**src/rtl/sae_stream.sv**
```systemverilog
// -----------------------------------------------------------------------------
// sae_stream: streaming SAE engine.
//   One character per cycle enters through a valid/ready handshake, passes a
//   single registered compute stage and lands in a show-ahead output FIFO that
//   is drained by output_ack. Key generation stores the private key internally;
//   decryption always uses the stored key.
//
// Optional feature: define SAE_STATS_EN to add the char_count/err_count
// saturating statistics outputs.
//
// Ports:
//   clk, rst_n              clock, asynchronous active-low reset
//   mode                    00 idle (dropped), 01 keygen, 10 encrypt, 11 decrypt
//   data_input              plaintext/ciphertext character
//   key_input               private key (keygen) or peer public key (encrypt)
//   inputs_valid/_ready     input handshake
//   data_output             FIFO head data (0 while empty)
//   output_ready/output_ack FIFO head valid / consume head
//   err_invalid_*           FIFO head error flags
//   char_count, err_count   pushed entries / pushed entries with errors
//                           (SAE_STATS_EN only)
//   key_loaded              a valid private key is stored
// -----------------------------------------------------------------------------
module sae_stream #(
  parameter int unsigned DATA_W  = 8,
  parameter int unsigned MODULUS = 251,
  parameter int unsigned DEPTH   = 4
) (
  input  logic              clk,
  input  logic              rst_n,
  input  logic [1:0]        mode,
  input  logic [DATA_W-1:0] data_input,
  input  logic [DATA_W-1:0] key_input,
  input  logic              inputs_valid,
  output logic              inputs_ready,
  output logic [DATA_W-1:0] data_output,
  output logic              output_ready,
  input  logic              output_ack,
  output logic              err_invalid_ptxt_char,
  output logic              err_invalid_seckey,
  output logic              err_invalid_ctxt_char,
`ifdef SAE_STATS_EN
  output logic [15:0]       char_count,
  output logic [15:0]       err_count,
`endif
  output logic              key_loaded
);

  localparam int unsigned PTR_W = (DEPTH > 1) ? $clog2(DEPTH) : 1;
  localparam int unsigned CNT_W = PTR_W + 1;
  localparam logic [DATA_W:0] MOD_W = (DATA_W + 1)'(MODULUS);

  typedef struct packed {
    logic              ptxt;
    logic              seckey;
    logic              ctxt;
    logic [DATA_W-1:0] data;
  } entry_t;

  // (a + b) mod M for operands already below M
  function automatic logic [DATA_W-1:0] add_mod(input logic [DATA_W-1:0] a,
                                                input logic [DATA_W-1:0] b);
    logic [DATA_W:0] sum;
    sum = {1'b0, a} + {1'b0, b};
    if (sum >= MOD_W) sum = sum - MOD_W;
    return DATA_W'(sum);
  endfunction

  logic [DATA_W-1:0] sk;
  logic              stage_valid;
  entry_t            stage;
  entry_t            res;
  logic              key_in_ok;
  logic              data_ok;
  logic              accept;
  logic              compute;

  entry_t            mem [DEPTH];
  logic [PTR_W-1:0]  wr_ptr;
  logic [PTR_W-1:0]  rd_ptr;
  logic [CNT_W-1:0]  count;
  logic [CNT_W:0]    occupancy;
  logic              push;
  logic              pop;
  entry_t            head;

  // Slot reservation: the stage entry always has a FIFO slot waiting for it
  assign occupancy    = {1'b0, count} + (CNT_W + 1)'(stage_valid);
  assign inputs_ready = rst_n && (occupancy < (CNT_W + 1)'(DEPTH));
  assign accept       = inputs_valid && inputs_ready;
  assign compute      = accept && (mode != 2'b00);

  // Per-beat result and error flags
  always_comb begin
    res       = '0;
    key_in_ok = (key_input != '0) && ({1'b0, key_input} < MOD_W);
    data_ok   = ({1'b0, data_input} < MOD_W);
    case (mode)
      2'b01: begin
        if (key_in_ok) res.data = DATA_W'(MOD_W - {1'b0, key_input});
        else           res.seckey = 1'b1;
      end
      2'b10: begin
        res.seckey = !key_in_ok;
        res.ptxt   = !data_ok;
        if (key_in_ok && data_ok) res.data = add_mod(data_input, key_input);
      end
      2'b11: begin
        res.seckey = !key_loaded;
        res.ctxt   = !data_ok;
        if (key_loaded && data_ok) res.data = add_mod(data_input, sk);
      end
      default: ;
    endcase
  end

  // Compute stage and key register; a keygen beat is visible to the next beat
  always_ff @(posedge clk or negedge rst_n) begin
    if (!rst_n) begin
      stage_valid <= 1'b0;
      stage       <= '0;
      sk          <= '0;
      key_loaded  <= 1'b0;
    end else begin
      stage_valid <= compute;
      if (compute) stage <= res;
      if (compute && (mode == 2'b01) && key_in_ok) begin
        sk         <= key_input;
        key_loaded <= 1'b1;
      end
    end
  end

  assign push         = stage_valid;
  assign output_ready = (count != '0);
  assign pop          = output_ready && output_ack;

  // FIFO storage; contents are don't-care while not counted
  always_ff @(posedge clk) begin
    if (push) mem[wr_ptr] <= stage;
  end

  // FIFO pointers and occupancy; pointers wrap at the power-of-two depth
  always_ff @(posedge clk or negedge rst_n) begin
    if (!rst_n) begin
      wr_ptr <= '0;
      rd_ptr <= '0;
      count  <= '0;
    end else begin
      if (push) wr_ptr <= wr_ptr + PTR_W'(1);
      if (pop)  rd_ptr <= rd_ptr + PTR_W'(1);
      case ({push, pop})
        2'b10:   count <= count + CNT_W'(1);
        2'b01:   count <= count - CNT_W'(1);
        default: count <= count;
      endcase
    end
  end

  // Head is forced to zero while empty so stale storage never shows
  assign head                  = mem[rd_ptr];
  assign data_output           = output_ready ? head.data   : '0;
  assign err_invalid_ptxt_char = output_ready ? head.ptxt   : 1'b0;
  assign err_invalid_seckey    = output_ready ? head.seckey : 1'b0;
  assign err_invalid_ctxt_char = output_ready ? head.ctxt   : 1'b0;

`ifdef SAE_STATS_EN
  // Saturating counters of pushed entries
  always_ff @(posedge clk or negedge rst_n) begin
    if (!rst_n) begin
      char_count <= '0;
      err_count  <= '0;
    end else if (push) begin
      if (char_count != 16'hFFFF) char_count <= char_count + 16'd1;
      if ((stage.ptxt || stage.seckey || stage.ctxt) && (err_count != 16'hFFFF))
        err_count <= err_count + 16'd1;
    end
  end
`endif

endmodule

```
**config.mk**
```make
export PLATFORM = sky130hd
export DESIGN_NAME = sae_stream
export DESIGN_NICKNAME = d
export VERILOG_FILES = /design/src/rtl/sae_stream.sv
export SDC_FILE = /design/constraint.sdc
export NUM_CORES = 1
export LEC_CHECK = 0
export ABC_AREA = 1
export CAP_MARGIN = 25
export CORE_MARGIN = 5
export CORE_UTILIZATION = 60
export CTS_CLUSTER_SIZE = 28
export DETAILED_ROUTE_END_ITERATION = 8
export PLACE_DENSITY = 0.82
export SLEW_MARGIN = 20
export SYNTH_ARGS = -nofsm -noshare
export SYNTH_HDL_FRONTEND = slang
export SYNTH_SLANG_ARGS = --single-unit
```
**constraint.sdc**
```tcl
create_clock -name clk -period 4.55 [get_ports clk]
set_input_delay 1.365 -clock clk [delete_from_list [all_inputs] [get_ports clk]]
set_output_delay 1.365 -clock clk [all_outputs]
set_load 0.02 [all_outputs]
```
==> summary.txt, run 1 <==
Outcome - finished, final reports clean
Most frequent cells in the layout - 107 x nand2_1, 78 x nor2_1, 76 x inv_1, 53 x nand3_1, 44 x edfxtp_1
Synth unique cells - 43
Cell area after layout - 0.00538 mm2
Setup_tns - 0 ps
First drt pass iteration count - 5
Largest cells by area after synthesis - edfxtp_1 28%, dfrtp_1 15%, nand2_1 8.6%
Worst EP required - 3180 ps
CP endpoint kind - output pin
Ys async rst share - 0.389
CTS tree - done
Hold Fails Final Rpt - 0
# H-tree levels - 3
Post-Layout Cell Count - 715
Commonest non-fill, non-tap cell in the layout - nand2_1
Clock skew - 13.4 ps
DR vias/cell - 5.45
EDFF count, synth - 44
Post-CTS Setup Bufs - 0
Row count - 32
Max Fclk - 248 MHz
Sw Pwr - 1340 uW
Mapped Nets - 619
Clk sink count - 72
Final hold slack - 498 ps
Int Pwr - 1890 uW
HP Class - register to register
Root Buffer - clkbuf_8
WL per Instance - 14.3 um
DRC Markers - 0
Gpl congestion - 0.969
Maximum root-to-sink buffer count - 2
Initial antenna violation count - 0
Final Cycle Share - 0.888
Sequential Power Share - 0.300
Most frequent CP cell - clkdlybuf4s50_1
Post-synthesis cell count - 568
Layout cells sized above 1 - 0.109
Cts bufs inserted - 9
Vias in the first global route - 3665
IO Port Bufs - 35
Peak supply drop - 0.000368 V
R2R cell count - 16
Dominant synthesized flop cell - edfxtp_1
GR Overflow Total - 0
Yosys warnings - 0
Least-Margin Pin Slew - 598 ps
CP max-delay cell - clkdlybuf4s50_1
Post-cts hold buffer count - 0
Later-pin clock latency in the skew report - 340 ps
Core area - 0.00765 mm2
CP Max Fanout - 2
Logic pwr share - 0.509
Area delta synth->final - 15.2%
Sw frac - 0.415
Total GRT Usage - 0.213
Initial Util - 0.611
Worst hold stages - 2
Critical Path Source Type - input pin
Worst Setup Slack, final - 510 ps
DIE WIDTH - 98.3 um
DP Area - 0.00514 mm2
NumNets Final - 659
Syn Area/Cell - 8.23 um2
Die span in y - 98.3 um
RSZ-0062 raised after global routing - false
Cell taking the most area after synthesis - edfxtp_1
First-pass GRT wire length - 16700 um
Die area - 0.00965 mm2
Worst-path clk slew - 80 ps
Starting DRT DRC Count - 274
Mapped Area - 0.00467 mm2
Rel. slew slack - 0.600
CP arrival - 2670 ps
P_leak - 0.00250 uW
Clock power share - 0.191
Post-CTS Resized - 0
Largest net degree at the start of global routing - 29
MaxCap Viol Count - 0
Via Count - 3899
Slew Viols, Final - 0
Power density over cell area - 600 mW/mm2
DP Cell Count - 699
Place WS - 399 ps
Antenna fix cells - 0
Boundary pin count - 36
Area fraction of the dominant cell type after synthesis - 0.283
Synthesized flop and latch total - 72
Final ANT Viol Nets - 0
Biggest cell delay along the critical path - 600 ps
Final Critical Period - 4040 ps
Crit path cell chain - clkdlybuf4s50_1 > o311ai_2 > inv_2 > clkdlybuf4s50_1
Post-detail-place hpwl - 7650 um
Sequential share of the synthesized area - 0.433
Final WL - 10200 um
Final setup viols - 0
Kind of critical path - input pin to output pin
synth_stat cells, types with 2 or more instances:
cell      number
nand2_1      107
nor2_1        78
inv_1         76
nand3_1       53
edfxtp_1      44
o21ai_0       36
dfrtp_1       28
ha_1          26
a21oi_1       21
xor2_1        11
nand2_2        8
nand4_1        8
clkbuf_1       6
inv_2          6
or2_2          6
nor3_1         5
nand2_4        4
nand3_2        4
xnor2_1        4
a21oi_2        3
fa_1           3
nand3b_1       3
o21ai_2        3
buf_1          2
buf_2          2
o211ai_1       2
o21ai_1        2
or2_4          2
per-stage QoR:
| step | total power, uW | util |
|---|---|---|
| floorplan | 2150 | - |
| global placement | 2550 | 0.672 |
| detailed placement | 2610 | 0.672 |
| CTS | 3230 | 0.704 |
| global route | 3470 | 0.704 |
| finish | 3230 | 0.704 |
flip-flops by register name, summed over array words and instances, names as in the netlist:
| signal | flops |
|---|---|
| sk | 8 |
| key_loaded | 1 |
| stage | 11 |
| push | 1 |
| count | 3 |
| wr_ptr | 2 |
| rd_ptr | 2 |
| mem | 44 |
path summary, 6_finish.rpt:
kind | start | end | slack, ps
setup / recovery | rst_n | inputs_ready | 510
min in group asynchronous | rst_n | rd_ptr[0]$_DFFE_PN0P_ | 1470
hold reg to reg | sk[4]$_DFFE_PN0P_ | sk[4]$_DFFE_PN0P_ | 500
setup reg to reg | sk[0]$_DFFE_PN0P_ | stage[1]$_DFFE_PN0P_ | 1900
hold / removal | sk[4]$_DFFE_PN0P_ | sk[4]$_DFFE_PN0P_ | 500
max in group asynchronous | rst_n | stage[7]$_DFFE_PN0P_ | 2800
layout make-up:
cell class	count	area (um2)
clock buffers	10	128
clock inverters	6	115
fillers	596	2260
inverters	83	312
multi-input cells	402	2290
flip-flops and latches	72	2020
well taps	102	128
repair buffers	40	388
logic make-up (layout without fill, tap and decap cells):
kind of cell,Yosys count,count (layout),share of synthesized area
AO/OA/AOI/OAI,72,72,0.0908
XOR/XNOR,16,16,0.0316
adder cells (fa/ha/maj),29,29,0.0825
buffers and inverters,94,139,0.0768
flip-flops,72,72,0.433
AND/OR/NAND/NOR,285,285,0.286
critical path: cells and delay by family:
kind / cells / cell delay [ps]
compound gates: 1 / 120
buf+inv: 3 / 1190
routing by layer:
metal  wire (um)  global-route usage  vias to the layer above
li1            -                   -                     1939
met1        4190               0.259                     1820
met5           0                   0                        -
met4         111              0.0620                        0
met3         564              0.0343                       12
met2        5350               0.387                      128
power by group through the flow:
stage	logic, uW	clock network [uW]	registers, uW
after CTS	1640	620	969
after detailed placement	1630	0	981
after global routing	1820	653	990
after global placement	1580	0	972
final	1650	616	970
after floorplan	1200	0	956
Power figures use the tool's default switching activity.
==> inputs of run 2 (changes only) <==
--- a/config.mk
+++ b/config.mk
@@ -6,6 +6,7 @@
 export NUM_CORES = 1
 export LEC_CHECK = 0
 export ABC_AREA = 1
+export ABC_CLOCK_PERIOD_IN_PS = 4550
 export CAP_MARGIN = 25
 export CORE_MARGIN = 5
 export CORE_UTILIZATION = 60
==> results of run 2 <==
Final layout, timing and power as in run 1 (identical DEF).
==> inputs of run 3 (changes only) <==
--- a/config.mk
+++ b/config.mk
@@ -13,6 +13,7 @@
 export CTS_CLUSTER_SIZE = 28
 export DETAILED_ROUTE_END_ITERATION = 8
 export PLACE_DENSITY = 0.82
+export SETUP_SLACK_MARGIN = 0.2
 export SLEW_MARGIN = 20
 export SYNTH_ARGS = -nofsm -noshare
 export SYNTH_HDL_FRONTEND = slang
==> results of run 3 <==
Final layout, timing and power as in run 1 (identical DEF).
